**src/rtl/apb_timer8.sv**
```systemverilog
// apb_timer8: 8-bit up-counting timer (auto-reload, compare match, one IRQ) behind a zero-wait APB3 slave.
// Define TMR_PRESCALER_EN to add the PRESC register at 0x05 and the tick divider.
module apb_timer8 #(
    parameter logic [7:0] LOAD_RST = 8'h00,
    parameter logic [7:0] CMP_RST  = 8'hFF
) (
    input  logic       PCLK,
    input  logic       PRESET,
    input  logic       PSEL,
    input  logic       PENABLE,
    input  logic       PWRITE,
    input  logic [7:0] PADDR,
    input  logic [7:0] PWDATA,
    output logic [7:0] PRDATA,
    output logic       PREADY,
    output logic       PSLVERR,
    output logic       IRQ
);
    localparam logic [7:0] A_CTRL   = 8'h00;
    localparam logic [7:0] A_LOAD   = 8'h01;
    localparam logic [7:0] A_CMP    = 8'h02;
    localparam logic [7:0] A_COUNT  = 8'h03;
    localparam logic [7:0] A_STATUS = 8'h04;
`ifdef TMR_PRESCALER_EN
    localparam logic [7:0] A_PRESC  = 8'h05;
`endif

    logic       access, addr_ok, wr_en, rd_en;
    logic       wr_ctrl, wr_load, wr_cmp, wr_count, wr_status;
    logic       tick;
    logic [3:0] ctrl_q, ctrl_d;
    logic [7:0] load_q, load_d, cmp_q, cmp_d, count_q, count_d;
    logic       ovf_q, ovf_d, cmpf_q, cmpf_d;
    logic       ovf_set, cmpf_set;

    assign access = PSEL & PENABLE;

    always_comb begin
        case (PADDR)
            A_CTRL, A_LOAD, A_CMP, A_COUNT, A_STATUS: addr_ok = 1'b1;
`ifdef TMR_PRESCALER_EN
            A_PRESC: addr_ok = 1'b1;
`endif
            default: addr_ok = 1'b0;
        endcase
    end

    assign wr_en     = access & PWRITE & addr_ok;
    assign rd_en     = access & ~PWRITE & addr_ok;
    assign wr_ctrl   = wr_en & (PADDR == A_CTRL);
    assign wr_load   = wr_en & (PADDR == A_LOAD);
    assign wr_cmp    = wr_en & (PADDR == A_CMP);
    assign wr_count  = wr_en & (PADDR == A_COUNT);
    assign wr_status = wr_en & (PADDR == A_STATUS);

`ifdef TMR_PRESCALER_EN
    logic [7:0] presc_q, presc_d, div_q, div_d;
    logic       wr_presc;

    assign wr_presc = wr_en & (PADDR == A_PRESC);
    assign tick     = ctrl_q[0] & (div_q == presc_q);

    // Divider restarts whenever software turns the timer on, so the first tick is a full period away.
    always_comb begin
        presc_d = wr_presc ? PWDATA : presc_q;
        div_d   = div_q;
        if (wr_ctrl & PWDATA[0] & ~ctrl_q[0])
            div_d = 8'h00;
        else if (ctrl_q[0])
            div_d = tick ? 8'h00 : div_q + 8'd1;
    end

    always_ff @(posedge PCLK) begin
        if (PRESET) begin
            presc_q <= 8'h00;
            div_q   <= 8'h00;
        end else begin
            presc_q <= presc_d;
            div_q   <= div_d;
        end
    end
`else
    assign tick = ctrl_q[0];
`endif

    always_comb begin
        ctrl_d   = wr_ctrl ? PWDATA[3:0] : ctrl_q;
        load_d   = wr_load ? PWDATA : load_q;
        cmp_d    = wr_cmp  ? PWDATA : cmp_q;
        count_d  = count_q;
        ovf_set  = 1'b0;
        cmpf_set = 1'b0;
        // A software COUNT write overrides the tick entirely, including its flags.
        if (wr_count) begin
            count_d = PWDATA;
        end else if (tick) begin
            if (count_q == 8'hFF) begin
                count_d = load_q;
                ovf_set = 1'b1;
                if (ctrl_q[3] && !wr_ctrl)
                    ctrl_d[0] = 1'b0;
            end else begin
                count_d = count_q + 8'd1;
            end
            cmpf_set = (count_d == cmp_q);
        end
        ovf_d  = (ovf_q  & ~(wr_status & PWDATA[0])) | ovf_set;
        cmpf_d = (cmpf_q & ~(wr_status & PWDATA[1])) | cmpf_set;
    end

    always_ff @(posedge PCLK) begin
        if (PRESET) begin
            ctrl_q  <= 4'h0;
            load_q  <= LOAD_RST;
            cmp_q   <= CMP_RST;
            count_q <= 8'h00;
            ovf_q   <= 1'b0;
            cmpf_q  <= 1'b0;
        end else begin
            ctrl_q  <= ctrl_d;
            load_q  <= load_d;
            cmp_q   <= cmp_d;
            count_q <= count_d;
            ovf_q   <= ovf_d;
            cmpf_q  <= cmpf_d;
        end
    end

    always_comb begin
        PRDATA = 8'h00;
        if (rd_en) begin
            case (PADDR)
                A_CTRL:   PRDATA = {4'h0, ctrl_q};
                A_LOAD:   PRDATA = load_q;
                A_CMP:    PRDATA = cmp_q;
                A_COUNT:  PRDATA = count_q;
                A_STATUS: PRDATA = {6'h00, cmpf_q, ovf_q};
`ifdef TMR_PRESCALER_EN
                A_PRESC:  PRDATA = presc_q;
`endif
                default:  PRDATA = 8'h00;
            endcase
        end
    end

    assign PREADY  = 1'b1;
    assign PSLVERR = access & ~addr_ok;
    assign IRQ     = ~PRESET & ((ovf_q & ctrl_q[1]) | (cmpf_q & ctrl_q[2]));

endmodule

```
**config.mk**
```make
export PLATFORM = sky130hd
export DESIGN_NAME = apb_timer8
export DESIGN_NICKNAME = d
export VERILOG_FILES = /design/src/rtl/apb_timer8.sv
export SDC_FILE = /design/constraint.sdc
export NUM_CORES = 1
export LEC_CHECK = 0
export CORE_UTILIZATION = 25
export DETAILED_ROUTE_END_ITERATION = 8
export SLEW_MARGIN = 20
export SYNTH_ARGS = -nofsm -noshare
export SYNTH_HDL_FRONTEND = slang
export SYNTH_SLANG_ARGS = --single-unit
```
**constraint.sdc**
```tcl
create_clock -name PCLK -period 4.61 [get_ports PCLK]
set_clock_uncertainty 0.05 [all_clocks]
set_input_delay 0.922 -clock PCLK [delete_from_list [all_inputs] [get_ports PCLK]]
set_output_delay 0.922 -clock PCLK [all_outputs]
set_load 0.05 [all_outputs]
```
After elaboration in Yosys (flattened, before gate mapping):

Cells that the tools add are included.

* add/subtract/negate cells: 1
* equal/unequal tests: 6
* multiplexer cells: 18
* bitwise gates (word level): 26
* reduce and logical (&&, ||, !) cells: 5

Operator list (count)
* $mux W8: 6
* $pmux W8 S5: 1
* $and A1 B1 Y1: 18
* $eq A8 B2 Y1 const B: 2
* $mux W1: 11
* $add A8 B1 Y8 const B: 1
* $eq A8 B1 Y1 const B: 1
* $eq A8 B3 Y1 const B: 1
* $eq A8 B8 Y1: 1
* $eq A8 B8 Y1 const B: 1
* $logic_not A8 Y1: 1
* $not A1 Y1: 5
* $reduce_or A5 Y1: 1
* $or A1 B1 Y1: 3
* $reduce_bool A2 Y1: 1
* $logic_and A1 B1 Y1: 1
* $logic_not A1 Y1: 1

* bits in registers: 30
* bits of input ports: 21
* output and inout bits: 11

Logic depth before layout (Yosys ltp):

Gate-level depths: netlist of run 1.

* depth in word-level cells: 11
* depth in mapped cells: 8
* gate-level depth less buffers: 7

Worst setup path after synthesis of run 1:

OpenSTA, ideal clock, no wires.

* path type: input -> output
* start point: in PADDR[4]
* end point: out PRDATA[2]
* arrival time: 2819 ps
* path slack: 819 ps
* stages: 6
* buffers on the path: 1
* cells stage by stage: or4_4 > nor2_1 > nand3_1 > or2_2 > clkbuf_1 > nor2b_1

* cells in the longest elaborated chain, start to end: 5
* elaborated cells between the ends (all ways): 10

Ends and longest elaborated chain
* start: declaration: RTL line 12 `input logic [7:0] PADDR,`
* $eq A8 B1 Y1, or another cell as far along: RTL line 39, 132
* $reduce_or A5 Y1: RTL line 39 `case (PADDR)`
* $mux W1: RTL line 39
* $and A1 B1 Y1: RTL line 49 `assign rd_en = access & ~PWRITE & addr_ok;`
* $mux W8 *: RTL line 131 `if (rd_en) begin`
* end: declaration: RTL line 14 `output logic [7:0] PRDATA,`

Mark *: on every way between the ends. The rest lies on a longest branch, timed or not.

Final worst setup path of run 1:

* start point: in PADDR[4]
* end point: out PRDATA[1]

The elaborated chain is that of the path after synthesis.

==> results of run 1 <==
==> placed cells by master, fill, tap and decap left out, drive strengths merged, types with 6 or more instances in the layout <==
master          n
a21oi          11
nor2           30
o21ai           6
buf            14
nand4           6
mux2i          16
nand3          11
clkbuf          7
nor2b          12
nand2          22
a211o           8
clkdlybuf4s50  23
dfxtp          30
==> worst max path at each step <==
| stage | slack (ps) | from | depth (start not counted) | to |
|---|---|---|---|---|
| detailed placement | 540 | PADDR[4] | 6 | PRDATA[1] |
| floorplan | 820 | PADDR[4] | 6 | PRDATA[2] |
| global route | 450 | PADDR[4] | 6 | PRDATA[1] |
| finish | 550 | PADDR[4] | 6 | PRDATA[1] |
| CTS | 540 | PADDR[4] | 6 | PRDATA[1] |
| global placement | 560 | PADDR[4] | 6 | PRDATA[1] |
==> logic make-up (layout without fill, tap and decap cells) <==
kind of cell,count (synthesis),after routing
flops,30,30
xor+xnor,10,10
mux,25,25
simple gates,100,100
fa+ha+maj,1,1
compound gates,50,50
buf+inv,22,48
other cells,1,1
==> per-layer routing <==
metal  vias to the layer above  GRT usage  wire length (um)
li1                        909          -                 -
met2                        68     0.2178              2406
met4                         0    0.05026                88
met1                       855     0.1786              2453
met5                         -          0                 0
met3                         9    0.03350               348
==> power by group through the flow <==
stage          sequential, mW  combinational (mW)  clock [mW]
2_1_floorplan           0.265              0.0239           0
3_3_place_gp            0.265              0.0519           0
3_5_place_dp            0.265              0.0519           0
4_1_cts                 0.259              0.0522       0.230
5_1_grt                 0.259              0.0561       0.237
6_report                0.259              0.0522       0.222
==> worst register-to-register path, cell delays in order (launching register included) <==
cell     delay (ps)
dfxtp_1         490
ha_1            450
nand4_1         200
nor2_1          130
buf_4           190
mux2i_1         270
xnor2_1          90
or4_1           480
o31ai_1         200
==> metrics by stage <==
step,instances,area (um2),utilization
5_1_grt,367,2522,0.3281
3_3_place_gp,359,2431,0.3162
6_report,367,2522,0.3281
3_5_place_dp,359,2431,0.3162
2_1_floorplan,239,1982,-
4_1_cts,367,2522,0.3281
==> flip-flops by register name, indices dropped and copies added, names as in the netlist <==
register,count
ovf_q,1
count_q,8
load_q,8
cmpf_q,1
ctrl_q,4
cmp_q,8
==> layout make-up <==
cell class	count	area (um2)
fillers	814	5165
multi-input cells	187	1281
clock inverters	1	5.005
inverters	3	11.26
flip-flops and latches	30	600.6
well taps	102	127.6
clock buffers	7	86.33
repair buffers	37	410.4
==> impl_metrics.tcl, run 1 <==
set metrics [dict create \
    grt_pass1_wl_mm 8.852 \
    synth_common_cells "30 x dfxtp_1, 30 x nor2_1, 22 x nand2_1" \
    ys_seq_area_frac 0.3030 \
    antennaDiodeCount 0 \
    fp.dieW_um 91.04 \
    synth_area_mm2 0.001982 \
    setup_slack_ps 554.5 \
    synth_top_area_frac 0.3030 \
    core_mm2 0.007687 \
    drtIter0Drc 111 \
    cts_tree "built" \
    wl_mm 5.296 \
    synth_fa_ha_area_frac 0.006313 \
    syn_inst 239 \
    combPwrFrac 0.098 \
    io_buffers 30 \
    dp_hpwl_mm 3.774 \
    drc 0 \
    ys.flop_type "dfxtp_1" \
    max_freq_mhz 246.6 \
    worst_slew_pin_slew_ps 725.5 \
    start_util 0.2578 \
    ys_types 48 \
    avgSynthCellArea_um2 8.292 \
    synth_xor_area_frac 0.04419 \
    peakVddDrop_mv 0.07592 \
    cts.sinks 30 \
    drtPass1Iterations 4 \
    p_clk_frac 0.416 \
    p_sw_uw 127.8 \
    antenna_found_initial 0 \
    clock_path_buffers 2 \
    period_needed_ps 4055 \
    core.rowCount 32 \
    arrival_ps 3080 \
    dieArea_mm2 0.008287 \
    synth_mux_area_frac 0.1547 \
    num_vias 1841 \
    via_per_inst 5.016 \
    post-synth-top-area-cell "dfxtp_1" \
    status "complete, no violations" \
    cp.required_ps 3640 \
    timing.hold.ws_ps 471.3 \
    ant_nets 0 \
    overflow 0 \
    setup_viol_count_final 0 \
    ys_seq_elements 30 \
    synth_top_family_by_area "simple AND/OR/NAND/NOR gates" \
    p_leak_nw 0.7810 \
    slowest_stage "clkdlybuf4s50_1" \
    yosysWarnings 0 \
    root_buffer "clkbuf_8" \
    final_net_count 286 \
    post_route_cells_drive_above_1_share 0.1358 \
    die_h_um 91.04 \
    synth_top_cells_by_area "dfxtp_1 30%, mux2i_1 8.1%, nor2_1 5.7%" \
    grt_pass1_vias 1754 \
    yosys.area_share.simple 0.2664 \
    pre_cts_ws_ps 544.2 \
    setup.worst_path.start_class "input port" \
    grt_usage 0.1369 \
    setup-tns-final_ps 0 \
    post-cts-setup-buffer-count 0 \
    p_total_uw 533.9 \
    pin_count 32 \
    cts_buffers 5 \
    hold_end "load_q[1]$_SDFFE_PP0P_" \
    worst-setup-path-type "in2out" \
    min_period_over_period 0.8797 \
    htree_levels 2 \
    p_seq_frac 0.486 \
    cts-hold-fix-buffers 0 \
    syn_nets 261 \
    cpPeakStageDelay_ps 810 \
    gp_congestion 0.8299 \
    end_kind "output pin" \
    p_per_area_mw_per_mm2 211.6 \
    crit_buf_inv 2 \
    synth_edf_count 0 \
    syn_to_final_growth_pct 27.27 \
    crit_chain "clkdlybuf4s50_1 > or4_4 > nor2_1 > nand3_1 > a21oi_1 > clkdlybuf4s50_1" \
    finalHoldViolCount 0 \
    p_sw_frac 0.2393 \
    ys_async_sr_fraction 0 \
    maxCapViolCount 0 \
    r2r_cells 8 \
    hold_path.startpoint "load_q[1]$_SDFFE_PP0P_" \
    cpMostUsedCell "clkdlybuf4s50_1" \
    routedWlPerCell_um 14.43 \
    worstReg2RegStart "count_q[0]$_SDFFE_PP0P_" \
    rsz0062_at_grt "false" \
    reg2reg_to "cmpf_q$_SDFF_PP0_" \
    cp_max_fo 3 \
    hp-class "reg2reg" \
    slew_violations 0 \
    p_int_uw 406.1 \
    synth-compound-area-share 0.1730 \
    cts_resized 0 \
    reg2reg_setup_slack_ps 1980 \
    max-slew-margin-rel 0.5158 \
    holdPathStages 2 \
    grt_max_degree 32 \
    crit_family "buffers and inverters" \
    clk_pin_slew_ps 60 \
    clock_latency_ps 290 \
]
Note: power is estimated with default switching activity, not from simulation.
==> inputs of run 2 (changes only) <==
--- a/config.mk
+++ b/config.mk
@@ -7,6 +7,8 @@
 export LEC_CHECK = 0
 export CORE_UTILIZATION = 25
 export DETAILED_ROUTE_END_ITERATION = 8
+export RECOVER_POWER = 25
+export REMOVE_ABC_BUFFERS = 1
 export SLEW_MARGIN = 20
 export SYNTH_ARGS = -nofsm -noshare
 export SYNTH_HDL_FRONTEND = slang
==> run 2 against run 1 <==
  * Worst setup slack lost 160 ps
  * Sequential share of layout area grew 0.29 points
  * Combinational power shrank 3%
  * Total power shrank 2.8%
  * Final area shrank 1.2%
  * Largest cell class unchanged
  * Clock power shrank 6%
  * Register-to-register slack is essentially flat
==> impl_metrics.tcl, run 2 (synthesis gave the netlist of run 1 again) <==
set metrics [dict create \
    most-common-layout-cells "30 x nor2_1, 30 x dfxtp_1, 23 x clkdlybuf4s50_1" \
    antennaDiodeCount 0 \
    hp-class "reg2reg" \
    timing.hold.ws_ps 481.3 \
    p_clk_frac 0.402 \
    finalHoldViolCount 0 \
    ant_nets 0 \
    io_buffers 30 \
    worst_slew_pin_slew_ps 851.4 \
    cpPeakStageDelay_ps 820 \
    die_h_um 91.04 \
    drtIter0Drc 116 \
    clk_pin_slew_ps 60 \
    max_freq_mhz 237.5 \
    wl_mm 5.309 \
    clock_latency_ps 290 \
    htree_levels 2 \
    grt_usage 0.1328 \
    core_mm2 0.007687 \
    reg_top3 "cmp_q (8), count_q (8), load_q (8)" \
    grt_max_degree 32 \
    gp_congestion 0.8529 \
    pin_count 32 \
    p_per_area_mw_per_mm2 208.2 \
    dp_hpwl_mm 3.880 \
    multi_input_area_mm2 0.001257 \
    post_route_cells_drive_above_1_share 0.1179 \
    crit_buf_inv 2 \
    num_vias 1787 \
    setup.worst_path.start_class "input port" \
    status "complete, no violations" \
    cts.sinks 30 \
    crit_family "buffers and inverters" \
    p_leak_nw 0.7679 \
    max-slew-margin-rel 0.4281 \
    design_area_mm2 0.002492 \
    seq_area_um2 600.6 \
    overflow 0 \
    min_period_over_period 0.9134 \
    cp.required_ps 3640 \
    cts-hold-fix-buffers 0 \
    core.rowCount 32 \
    period_needed_ps 4211 \
    fp.dieW_um 91.04 \
    end_kind "output pin" \
    antenna_found_initial 0 \
    peakVddDrop_mv 0.09831 \
    setup-tns-final_ps 0 \
    p_sw_frac 0.2285 \
    setup_viol_count_final 0 \
    cts_resized 0 \
    p_sw_uw 118.6 \
    clock_path_buffers 2 \
    final_net_count 286 \
    combPwrFrac 0.098 \
    maxCapViolCount 0 \
    cts_buffers 5 \
    via_per_inst 4.896 \
    root_buffer "clkbuf_8" \
    crit_chain "dlygate4sd3_1 > or4_1 > nor2_1 > nand3_1 > a21oi_1 > clkdlybuf4s50_1" \
    start_util 0.2578 \
    grt_pass1_wl_mm 8.707 \
    syn_to_final_growth_pct 25.76 \
    cts_tree "built" \
    dieArea_mm2 0.008287 \
    slowest_stage "clkdlybuf4s50_1" \
    worst-setup-path-type "in2out" \
    place_area_mm2 0.002434 \
    drtPass1Iterations 4 \
    fillers 823 \
    post-cts-setup-buffer-count 0 \
    drc 0 \
    slew_violations 0 \
    rsz0062_at_grt "false" \
    grt_pass1_vias 1693 \
    p_total_uw 518.8 \
    arrival_ps 3240 \
    p_seq_frac 0.500 \
    cp_max_fo 3 \
    routedWlPerCell_um 14.55 \
    p_int_uw 400.3 \
]
## run 2: cell types whose count changed in the layout (fill, tap and decap cells not counted)
cell / delta
nor4_4: -1
nor3_1: +1
nor4_1: +1
clkinv_2: -1
dlygate4sd3_1: +1
or4_1: +1
nor3_2: -1
or4_4: -1
buf_4: -1
clkbuf_1: -1
## run 2: cell type report
cell class              instances  share of cell area
clock buffers                   6             0.03313
inverters                       3            0.004518
multi-input cells             187              0.5045
flip-flops and latches         30              0.2410
well taps                     102             0.05120
repair buffers                 37              0.1657
## run 2: layer usage
metal  wire [um]  global-route usage  vias up
met4          60             0.04233        0
met1        2595              0.1818      812
li1            -                   -      913
met2        2260              0.2008       56
met3         392             0.03685        6
met5           0                   0        -
## run 2: final timing paths
kind | from | slack, ps | end | cells past startpoint
max reg2reg | count_q[0]$_SDFFE_PP0P_ | 1970 | cmpf_q$_SDFF_PP0_ | 8
max | PADDR[4] | 400 | PRDATA[1] | 6
min reg2reg | ctrl_q[1]$_SDFFE_PP0P_ | 480 | ctrl_q[1]$_SDFFE_PP0P_ | 2
min | ctrl_q[1]$_SDFFE_PP0P_ | 480 | ctrl_q[1]$_SDFFE_PP0P_ | 2
## run 2: power by group through the flow
stage | Combinational [mW] | Clock (mW) | Sequential, mW
finish | 0.0506 | 0.209 | 0.260
global route | 0.0540 | 0.229 | 0.259
CTS | 0.0524 | 0.218 | 0.260
detailed placement | 0.0522 | 0 | 0.265
global placement | 0.0521 | 0 | 0.265
floorplan | 0.0169 | 0 | 0.265
## run 2: stage by stage
| step | util | std cells | setup slack [ps] |
|---|---|---|---|
| detailed placement | 0.3166 | 359 | 529.9 |
| global placement | 0.3166 | 359 | 552.3 |
| global route | 0.3242 | 365 | 296.9 |
| floorplan | - | 220 | 904.2 |
| finish | 0.3242 | 365 | 399.4 |
| CTS | 0.3273 | 365 | 521.3 |
## run 2: worst min-delay path: stages, from the launching register on
cell and delay [ps]:
dfxtp_1 340, mux2i_1 80, nor2_1 70
==> inputs of run 3 (changes only) <==
--- a/config.mk
+++ b/config.mk
@@ -6,9 +6,11 @@
 export NUM_CORES = 1
 export LEC_CHECK = 0
 export CORE_UTILIZATION = 25
+export CTS_BUF_LIST = sky130_fd_sc_hd__clkbuf_8
 export DETAILED_ROUTE_END_ITERATION = 8
 export RECOVER_POWER = 25
 export REMOVE_ABC_BUFFERS = 1
+export SKIP_CTS_REPAIR_TIMING = 1
 export SLEW_MARGIN = 20
 export SYNTH_ARGS = -nofsm -noshare
 export SYNTH_HDL_FRONTEND = slang
==> results of run 3 <==
Same layout as run 2: the final DEF is identical, and so are final timing and power.
